File: src/rtl/bcd_counter_chain_if.sv
// ---------------------------------------------------------------------------
// bcd_counter_chain_if
// Groups the control and data signals of bcd_counter_chain. The clock and
// reset are not part of this bundle; they stay plain ports on the counter.
//
// Signals (direction as seen by the counter, i.e. the slave modport):
//   i_Clear        in   synchronous clear of all digits
//   i_Load         in   synchronous parallel load
//   i_Load_Data    in   load value, digit k at [k*c_DIGIT_WIDTH +: c_DIGIT_WIDTH]
//   i_Set_Step     in   step the selected digit by one, no carry
//   i_Set_Select   in   digit index for set-step
//   i_Enable_Count in   count strobe
//   i_Down         in   count direction (1 = down, only with down-count build)
//   o_Data         out  registered digit values
//   o_Carry        out  combinational terminal-count flag
//   o_Wrap         out  registered pulse after a full-chain wrap
//   o_Load_Error   out  registered pulse after a clamped load
//
// Modports: master (drives the controls), slave (the counter itself).
// ---------------------------------------------------------------------------
interface bcd_counter_chain_if #(
  parameter int c_DIGITS      = 4,
  parameter int c_DIGIT_WIDTH = 4
);
  localparam int c_WIDTH     = c_DIGITS * c_DIGIT_WIDTH;
  localparam int c_SEL_WIDTH = (c_DIGITS > 1) ? $clog2(c_DIGITS) : 1;

  logic                   i_Clear;
  logic                   i_Load;
  logic [c_WIDTH-1:0]     i_Load_Data;
  logic                   i_Set_Step;
  logic [c_SEL_WIDTH-1:0] i_Set_Select;
  logic                   i_Enable_Count;
  logic                   i_Down;
  logic [c_WIDTH-1:0]     o_Data;
  logic                   o_Carry;
  logic                   o_Wrap;
  logic                   o_Load_Error;

  modport master (
    output i_Clear, i_Load, i_Load_Data, i_Set_Step, i_Set_Select,
           i_Enable_Count, i_Down,
    input  o_Data, o_Carry, o_Wrap, o_Load_Error
  );

  modport slave (
    input  i_Clear, i_Load, i_Load_Data, i_Set_Step, i_Set_Select,
           i_Enable_Count, i_Down,
    output o_Data, o_Carry, o_Wrap, o_Load_Error
  );
endinterface

File: src/rtl/bcd_counter_chain.sv
// ---------------------------------------------------------------------------
// bcd_counter_chain
// Cascade of c_DIGITS modulo digit counters, digit k counting 0..MAX[k]
// where MAX[k] = c_MAX_VALUES[k*c_DIGIT_WIDTH +: c_DIGIT_WIDTH]. Supports
// synchronous clear, clamped parallel load, single-digit set-stepping and
// counting. All digits update on the same edge (no ripple between digits).
//
// Operation priority per edge: clear > load > set-step > count.
//
// Ports:
//   i_Clock    in  sole clock, rising edge
//   i_Reset_n  in  asynchronous active-low reset
//   bus        bcd_counter_chain_if.slave (controls, load data, outputs)
//
// Build option: define BCD_COUNTER_CHAIN_DOWN_EN to honour bus.i_Down for
// count and set-step (borrow flagged on o_Carry at all-zero). Without it the
// chain counts up only and no decrement logic exists.
// ---------------------------------------------------------------------------
module bcd_counter_chain #(
  parameter int c_DIGITS      = 4,
  parameter int c_DIGIT_WIDTH = 4,
  parameter logic [c_DIGITS*c_DIGIT_WIDTH-1:0] c_MAX_VALUES = 16'h5959
) (
  input logic               i_Clock,
  input logic               i_Reset_n,
  bcd_counter_chain_if.slave bus
);
  localparam int c_WIDTH     = c_DIGITS * c_DIGIT_WIDTH;
  localparam int c_SEL_WIDTH = (c_DIGITS > 1) ? $clog2(c_DIGITS) : 1;

  logic [c_WIDTH-1:0]  data_q, data_d;
  logic                wrap_q, wrap_d;
  logic                load_err_q, load_err_d;
  logic [c_DIGITS-1:0] at_max;
  logic [c_DIGITS-1:0] clamp;
  // max_prefix[k] = every digit below k sits at its MAX (enables digit k up).
  logic [c_DIGITS:0]   max_prefix;
  logic                terminal;
  logic                carry;

  assign max_prefix[0] = 1'b1;

`ifdef BCD_COUNTER_CHAIN_DOWN_EN
  logic                count_down;
  logic [c_DIGITS-1:0] at_zero;
  // zero_prefix[k] = every digit below k is 0 (enables digit k down).
  logic [c_DIGITS:0]   zero_prefix;

  assign count_down     = bus.i_Down;
  assign zero_prefix[0] = 1'b1;
  assign terminal       = count_down ? zero_prefix[c_DIGITS] : max_prefix[c_DIGITS];
`else
  logic unused_down;

  assign unused_down = bus.i_Down;
  assign terminal    = max_prefix[c_DIGITS];
`endif

  generate
    for (genvar gi = 0; gi < c_DIGITS; gi++) begin : g_digit
      localparam logic [c_DIGIT_WIDTH-1:0] c_MAX =
        c_MAX_VALUES[gi*c_DIGIT_WIDTH +: c_DIGIT_WIDTH];

      logic [c_DIGIT_WIDTH-1:0] digit_q;
      logic [c_DIGIT_WIDTH-1:0] digit_d;
      logic [c_DIGIT_WIDTH-1:0] load_digit;
      logic [c_DIGIT_WIDTH-1:0] step_val;
      logic                     chain_en;

      assign digit_q    = data_q[gi*c_DIGIT_WIDTH +: c_DIGIT_WIDTH];
      assign load_digit = bus.i_Load_Data[gi*c_DIGIT_WIDTH +: c_DIGIT_WIDTH];

      assign at_max[gi]       = (digit_q == c_MAX);
      assign max_prefix[gi+1] = max_prefix[gi] & at_max[gi];
      assign clamp[gi]        = (load_digit > c_MAX);

`ifdef BCD_COUNTER_CHAIN_DOWN_EN
      assign at_zero[gi]       = (digit_q == '0);
      assign zero_prefix[gi+1] = zero_prefix[gi] & at_zero[gi];
      // Modulo MAX+1 step in the selected direction.
      assign step_val = count_down
                        ? (at_zero[gi] ? c_MAX : digit_q - c_DIGIT_WIDTH'(1))
                        : (at_max[gi]  ? '0    : digit_q + c_DIGIT_WIDTH'(1));
      assign chain_en = count_down ? zero_prefix[gi] : max_prefix[gi];
`else
      assign step_val = at_max[gi] ? '0 : digit_q + c_DIGIT_WIDTH'(1);
      assign chain_en = max_prefix[gi];
`endif

      always_comb begin
        digit_d = digit_q;
        if (bus.i_Clear) begin
          digit_d = '0;
        end else if (bus.i_Load) begin
          digit_d = clamp[gi] ? c_MAX : load_digit;
        end else if (bus.i_Set_Step) begin
          // Out-of-range selects match no digit, so they are a no-op.
          if (bus.i_Set_Select == c_SEL_WIDTH'(gi)) begin
            digit_d = step_val;
          end
        end else if (bus.i_Enable_Count && chain_en) begin
          digit_d = step_val;
        end
      end

      assign data_d[gi*c_DIGIT_WIDTH +: c_DIGIT_WIDTH] = digit_d;
    end
  endgenerate

  // Carry only when counting is the operation that actually takes effect.
  assign carry = bus.i_Enable_Count & ~bus.i_Set_Step & ~bus.i_Load &
                 ~bus.i_Clear & terminal;

  assign wrap_d     = carry;
  assign load_err_d = bus.i_Load & ~bus.i_Clear & (|clamp);

  always_ff @(posedge i_Clock or negedge i_Reset_n) begin
    if (!i_Reset_n) begin
      data_q     <= '0;
      wrap_q     <= 1'b0;
      load_err_q <= 1'b0;
    end else begin
      data_q     <= data_d;
      wrap_q     <= wrap_d;
      load_err_q <= load_err_d;
    end
  end

  assign bus.o_Data       = data_q;
  assign bus.o_Carry      = carry;
  assign bus.o_Wrap       = wrap_q;
  assign bus.o_Load_Error = load_err_q;
endmodule
File: src/flat_wrapper.sv
// flat-port wrapper written by rule: the top's interface ports become plain ports
module bcd_counter_chain_flat 
#(
  parameter int c_DIGITS      = 4,
  parameter int c_DIGIT_WIDTH = 4,
  parameter logic [c_DIGITS*c_DIGIT_WIDTH-1:0] c_MAX_VALUES = 16'h5959
)
  (i_Clock, i_Reset_n, bus_i_Clear, bus_i_Load, bus_i_Load_Data, bus_i_Set_Step, bus_i_Set_Select, bus_i_Enable_Count, bus_i_Down, bus_o_Data, bus_o_Carry, bus_o_Wrap, bus_o_Load_Error);
  bcd_counter_chain_if #(.c_DIGITS(c_DIGITS), .c_DIGIT_WIDTH(c_DIGIT_WIDTH)) bus_i ();
  input logic i_Clock;
  input logic i_Reset_n;
  input wire logic [$bits(bus_i.i_Clear)-1:0] bus_i_Clear;
  input wire logic [$bits(bus_i.i_Load)-1:0] bus_i_Load;
  input wire logic [$bits(bus_i.i_Load_Data)-1:0] bus_i_Load_Data;
  input wire logic [$bits(bus_i.i_Set_Step)-1:0] bus_i_Set_Step;
  input wire logic [$bits(bus_i.i_Set_Select)-1:0] bus_i_Set_Select;
  input wire logic [$bits(bus_i.i_Enable_Count)-1:0] bus_i_Enable_Count;
  input wire logic [$bits(bus_i.i_Down)-1:0] bus_i_Down;
  output wire logic [$bits(bus_i.o_Data)-1:0] bus_o_Data;
  output wire logic [$bits(bus_i.o_Carry)-1:0] bus_o_Carry;
  output wire logic [$bits(bus_i.o_Wrap)-1:0] bus_o_Wrap;
  output wire logic [$bits(bus_i.o_Load_Error)-1:0] bus_o_Load_Error;
  assign bus_i.i_Clear = bus_i_Clear;
  assign bus_i.i_Load = bus_i_Load;
  assign bus_i.i_Load_Data = bus_i_Load_Data;
  assign bus_i.i_Set_Step = bus_i_Set_Step;
  assign bus_i.i_Set_Select = bus_i_Set_Select;
  assign bus_i.i_Enable_Count = bus_i_Enable_Count;
  assign bus_i.i_Down = bus_i_Down;
  assign bus_o_Data = bus_i.o_Data;
  assign bus_o_Carry = bus_i.o_Carry;
  assign bus_o_Wrap = bus_i.o_Wrap;
  assign bus_o_Load_Error = bus_i.o_Load_Error;
  bcd_counter_chain #(.c_DIGITS(c_DIGITS), .c_DIGIT_WIDTH(c_DIGIT_WIDTH), .c_MAX_VALUES(c_MAX_VALUES)) u_core (.i_Clock(i_Clock), .i_Reset_n(i_Reset_n), .bus(bus_i));
endmodule
File: config.mk
export PLATFORM = sky130hd
export DESIGN_NAME = bcd_counter_chain_flat
export DESIGN_NICKNAME = d
export VERILOG_FILES = /design/src/rtl/bcd_counter_chain_if.sv /design/src/rtl/bcd_counter_chain.sv /design/src/flat_wrapper.sv
export SDC_FILE = /design/constraint.sdc
export NUM_CORES = 1
export LEC_CHECK = 0
export CORE_ASPECT_RATIO = 0.9
export CORE_MARGIN = 2
export CORE_UTILIZATION = 50
export CTS_CLUSTER_SIZE = 12
export DETAILED_ROUTE_END_ITERATION = 16
export GPL_TIMING_DRIVEN = 1
export PLACE_DENSITY = 0.94
export SLEW_MARGIN = 5
export SYNTH_ARGS = -nofsm -noshare
export SYNTH_HDL_FRONTEND = slang
export SYNTH_SLANG_ARGS = --single-unit
File: constraint.sdc
create_clock -name i_Clock -period 3.05 [get_ports i_Clock]
set_input_delay 0.4575 -clock i_Clock [delete_from_list [all_inputs] [get_ports i_Clock]]
set_output_delay 0.4575 -clock i_Clock [all_outputs]
set_load 0.01 [all_outputs]
==> results.ini, run 1 <==
[status]
outcome = finished, final reports clean

[finish]
syn2layout_area_growth_pct = 36.6
drive_above_1_share_pct = 12.5
num_antenna_cells = 0
stdcell_area_um2 = 1870
num-nets-final = 226
layout_commonest_cell = clkdlybuf4s50_1
mostFrequentLayoutCells = clkdlybuf4s50_1 (42), dfrtp_1 (18), nor2_1 (9), o21ai_0 (9), nand2_1 (9)

[worst_setup_path]
worst_r2r_endpoint = u_core.bus.o_Data[4]
rr_startpoint = u_core.bus.o_Data[1]
crit_type = flop to output port
path_max_fanout = 5
cp_slowest_stage_delay_ns = 0.54
worstPathArrival_ns = 2.18
cp-start-kind = flop
cp.buffers_inverters = 2
worst-r2r-setup-slack_ns = 1.18
rr_worst_depth = 6
cp_slowest_cell = clkdlybuf4s50_1
path_cells = inv_1 > ha_1 > and3b_1 > and3_1 > and4_1 > clkdlybuf4s50_1
cp_top_family = simple AND/OR/NAND/NOR gates
required_ns = 2.59
endpoint_kind = output port

[power_and_ir_drop]
peakVddDrop_uv = 328
power_density_nw_per_um2 = 356
leakage_nw = 0.752
p_total_uw = 665

[synthesis]
synth_area_leader_cell = dfrtp_1
synth_area_leaders = dfrtp_1 (33%), ha_1 (7.3%), mux2_4 (4.4%), o21ai_0 (3.3%), nand3b_1 (3.3%)
synthXorXnorAreaFrac_pct = 0.641
mappedNetlistArea_um2 = 1370
ys_warn_count = 0
synthCells = 146
synthArstFlopShare_pct = 100
synth-main-ff-cell = dfrtp_1
synth_top_family_by_area = simple AND/OR/NAND/NOR gates
yosysTopAreaCellShare_pct = 33.0
synth_fa_ha_area_share_pct = 7.33
ys_seq_area_share_pct = 33.0
synth.distinct_cells = 47
synth-edff-count = 0
synth.avg_cell_area_um2 = 9.36
synth.area.mux_share_pct = 6.04
synth_fp_nets = 179
yosys.area_share.simple_pct = 26.1
synth_compound_area_share_pct = 23.7
yosys_register_bits = 18

[detailed_routing]
dr_wl_met2_um = 1810
drcViolationCount = 0
drt_iter0_drc = 113
ant_nets = 0
routed_wirelength_um = 3690
m1WireLength_um = 1500
top_layer = met4
num_vias = 1356
via_per_inst = 6.16
drtPass1Iterations = 5
wl_per_cell_um = 16.8
met3_wirelength_um = 320

[placement]
port_buffers = 42
gp_congestion = 0.927
dp_hpwl_um = 2800
placed_area_um2 = 1830

[sta]
finalCritPeriodShare_pct = 86.5
hold_viol_final = 0
slew_violations = 0
setup_tns_ns = 0
finalSetupViolCount = 0
skew_ns = 0.0154
tightest_slew_ns = 0.881
period_needed_ns = 2.64
rsz0062_at_grt = false
fmax_mhz = 379
slew_headroom_pct = 41.1

[die]
start_util_pct = 54.0
die_height_um = 53.6
floorplan.rows = 17
coreArea_um2 = 2530
die-area_um2 = 3170
die_w_um = 59.1
io_pins = 44

[clock_tree]
cts_root_buffer = clkbuf_4
cts_max_path_buffers = 2
cts_setup_buffers = 0
clock-sinks = 18
clock_insertion_delay_worst_skew_ns = 0.32
holdBufCountCts = 0
cts_max_level = 1
clk_pin_slew_ns = 0.13
cts_resized = 0
cts_tree = yes
numCtsBuffers = 3

[grt]
grt_pass1_vias = 1308
grt_use_total_pct = 24.9
globalRouteOverflowTotal = 0
grt_max_degree = 19
antenna_found_initial = 0
grt_pass1_wl_um = 5840

[run]
maxCapViolations = 0

[hold_path]
whs_path_depth = 1
holdCritPathClass = flop to flop
hold_start = u_core.bus.o_Data[11]
min_to = u_core.bus.o_Data[11]

## power breakdown
| part | leakage (nW) | internal [mW] | total (mW) | switching [mW] |
|---|---|---|---|---|
| Sequential | 0.239 | 0.259 | 0.288 | 0.0297 |
| Clock | 0.0210 | 0.0730 | 0.160 | 0.0868 |
| Combinational | 0.492 | 0.120 | 0.217 | 0.0965 |
## kinds of logic (layout without fill, tap and decap cells)
logic type | after synthesis | in the layout
simple gates | 59 | 59
fa+ha+maj | 8 | 8
compound gates | 43 | 43
xor+xnor | 1 | 1
mux | 6 | 6
buf+inv | 11 | 57
flops | 18 | 18
## synth_stat cells, types with 4 or more instances
| cell | count |
|---|---|
| nand2b_1 | 6 |
| nand2_1 | 9 |
| mux2_4 | 4 |
| nand3_1 | 7 |
| o2bb2ai_1 | 4 |
| o22ai_1 | 5 |
| ha_1 | 8 |
| nand3b_1 | 6 |
| inv_1 | 7 |
| nor2b_1 | 5 |
| o21ai_0 | 9 |
| nor2_1 | 9 |
| a21oi_1 | 5 |
| dfrtp_1 | 18 |
## registers in the layout (all words and copies together) (netlist names)
name,flops
u_core.bus.o_Data,16
u_core.bus.o_Wrap,1
u_core.bus.o_Load_Error,1
## stage by stage
stage                     utilization [%]  instances  worst slack [ns]  hold WS (ns)
after floorplan                         -        146              1.35         0.162
after global placement               72.3        216             0.458         0.533
after detailed placement             72.3        216             0.442         0.544
after CTS                            73.8        220             0.435         0.571
after global routing                 73.8        220             0.298         0.588
final                                73.8        220             0.412         0.564
## worst max-delay path by stage
stage	end	slack, ns	cells after the start	from
2_1_floorplan	bus_o_Carry	1.35	5	u_core.bus.o_Data[1]
5_1_grt	bus_o_Carry	0.30	6	u_core.bus.o_Data[1]
3_5_place_dp	bus_o_Carry	0.44	5	bus_i_Set_Step
4_1_cts	bus_o_Carry	0.44	6	u_core.bus.o_Data[1]
3_3_place_gp	bus_o_Carry	0.46	5	bus_i_Set_Step
6_report	bus_o_Carry	0.41	6	u_core.bus.o_Data[1]
## layer usage
layer	up-vias	track usage, %
li1	640	-
met1	621	31.9
met2	82	41.7
met3	13	4.81
met4	0	9.85
met5	-	0
## cell type report
type | count | area [um2]
Multi-Input combinational cell | 117 | 872
Fill cell | 176 | 664
Sequential cell | 18 | 450
Timing Repair Buffer | 45 | 443
Clock buffer | 4 | 36.3
Tap cell | 28 | 35.0
Inverter | 8 | 30.0
Note: power is estimated with default switching activity, not from simulation.
==> run 2, diff against run 1 <==
- MAX_ROUTING_LAYER: not set -> met4
==> results.ini, run 2 (synthesis gave the netlist of run 1 again) <==
[worst_setup_path]
path_max_fanout = 7  ; was 5
cp-start-kind = primary input  ; was flop
crit_type = primary input to output port  ; was flop to output port
endpoint_kind = output port  ; unchanged
required_ns = 2.59  ; about the same
worstPathArrival_ns = 2.17  ; was 2.18 ns

[finish]
layout_commonest_cell = clkdlybuf4s50_1  ; unchanged
mostFrequentLayoutCells = clkdlybuf4s50_1 (42), dfrtp_1 (18), nor2_1 (9), o21ai_0 (9), nand2_1 (9)  ; unchanged
drive_above_1_share_pct = 12.5  ; unchanged
stdcell_area_um2 = 1870  ; unchanged
largest_reg_flops = 16  ; unchanged
num-nets-final = 226  ; unchanged
num_antenna_cells = 0  ; unchanged
syn2layout_area_growth_pct = 36.6  ; unchanged

[power_and_ir_drop]
power_density_nw_per_um2 = 355  ; was 356 nW/um2
switching_share_pct = 31.8  ; was 32.0%
pwr-share-seq_pct = 43.6  ; was 43.3%
p_clk_share_pct = 23.6  ; was 24.0%
intPower_uw = 452  ; about the same
comb_power_share_pct = 32.8  ; was 32.6%
peakVddDrop_uv = 325  ; was 328 uV
leakage_nw = 0.752  ; unchanged
p_sw_uw = 210  ; was 213 uW

[grt]
globalRouteOverflowTotal = 0  ; unchanged
grt_pass1_vias = 1307  ; was 1308
grt_use_total_pct = 25.7  ; was 24.9%
antenna_found_initial = 0  ; unchanged
grt_pass1_wl_um = 5860  ; was 5840 um
grt_max_degree = 19  ; unchanged

[placement]
placed_area_um2 = 1830  ; unchanged
gp_congestion = 0.943  ; was 0.927
port_buffers = 42  ; unchanged
dp_hpwl_um = 2800  ; unchanged

[sta]
finalSetupViolCount = 0  ; unchanged
slew_headroom_pct = 42.0  ; was 41.1%
finalCritPeriodShare_pct = 86.3  ; was 86.5%
tightest_slew_ns = 0.868  ; was 0.881 ns
fmax_mhz = 380  ; was 379 MHz
slew_violations = 0  ; unchanged
setup_tns_ns = 0  ; unchanged
hold_viol_final = 0  ; unchanged
rsz0062_at_grt = false  ; unchanged
period_needed_ns = 2.63  ; was 2.64 ns
skew_ns = 0.00971  ; was 0.0154 ns

[die]
io_pins = 44  ; unchanged
coreArea_um2 = 2530  ; unchanged
floorplan.rows = 17  ; unchanged
die-area_um2 = 3170  ; unchanged
start_util_pct = 54.0  ; unchanged
die_w_um = 59.1  ; unchanged
die_height_um = 53.6  ; unchanged

[clock_tree]
numCtsBuffers = 3  ; unchanged
clock-sinks = 18  ; unchanged
cts_setup_buffers = 0  ; unchanged
clock_insertion_delay_worst_skew_ns = 0.31  ; was 0.32 ns
clk_pin_slew_ns = 0.12  ; was 0.13 ns
cts_tree = yes  ; unchanged
cts_resized = 0  ; unchanged
cts_max_level = 1  ; unchanged
holdBufCountCts = 0  ; unchanged
cts_root_buffer = clkbuf_4  ; unchanged
cts_max_path_buffers = 2  ; unchanged

[hold_path]
holdCritPathClass = flop to flop  ; unchanged

[detailed_routing]
drcViolationCount = 0  ; unchanged
drtPass1Iterations = 5  ; unchanged
via_per_inst = 6.20  ; was 6.16
num_vias = 1365  ; was 1356
drt_iter0_drc = 114  ; was 113
ant_nets = 0  ; unchanged
wl_per_cell_um = 16.8  ; about the same
routed_wirelength_um = 3690  ; about the same

[status]
outcome = finished, final reports clean  ; unchanged

[run]
maxCapViolations = 0  ; unchanged

run 2: cell counts in the layout (fill, tap and decap cells not counted):
Identical to the previous run, type by type.
run 2: area by class of cell:
cell class	instances	area, um2
clock buffer	4	36.3
fill	176	664
inverter	8	30.0
multi-input combinational	117	872
sequential	18	450
tap	28	35.0
timing repair buffer	45	443
run 2: worst paths after layout:
path / startpoint / to / slack (ns) / cells after the start
max in group asynchronous: i_Reset_n / u_core.bus.o_Data[15] / 1.88 / 1
worst min register to register: u_core.bus.o_Data[11] / u_core.bus.o_Data[11] / 0.56 / 1
worst max register to register: u_core.bus.o_Data[1] / u_core.bus.o_Data[4] / 1.18 / 6
min in group asynchronous: i_Reset_n / u_core.bus.o_Data[8] / 0.62 / 1
worst min-delay path: u_core.bus.o_Data[11] / u_core.bus.o_Data[11] / 0.56 / 1
worst max-delay path: bus_i_Set_Step / bus_o_Carry / 0.42 / 5
run 2: worst max-delay path: stages:
cell and delay [ns]:
clkdlybuf4s50_1 0.53, nand4bb_4 0.32, nor2_1 0.11, and4_1 0.22, clkdlybuf4s50_1 0.54
run 2: per-stage QoR:
step,util [%],power [mW],hold WS (ns),worst slack [ns],cells
2_1_floorplan,-,0.399,0.162,1.35,146
3_3_place_gp,72.3,0.500,0.533,0.458,216
3_5_place_dp,72.3,0.508,0.544,0.442,216
4_1_cts,73.8,0.665,0.571,0.435,220
5_1_grt,73.8,0.697,0.588,0.285,220
6_report,73.8,0.662,0.563,0.418,220
run 2: power groups by stage:
stage	Sequential [mW]	Combinational [mW]	Clock [mW]
final	0.289	0.217	0.157
after floorplan	0.297	0.102	0
after CTS	0.288	0.216	0.160
after global routing	0.293	0.235	0.169
after global placement	0.291	0.209	0
after detailed placement	0.293	0.215	0
run 2: per-layer routing:
metal / GRT usage (%) / vias to the layer above / part of all wire [%]
met4: 9.85 / 0 / 2.0
met5: - / - / 0
met2: 41.5 / 69 / 49
met3: 4.81 / 12 / 6.6
li1: - / 643 / -
met1: 32.2 / 641 / 42
==> run 3, diff against run 2 <==
- SLEW_MARGIN: 5 -> 20
==> results of run 3 <==
The final DEF is identical to that of run 2; final timing and power are the same.
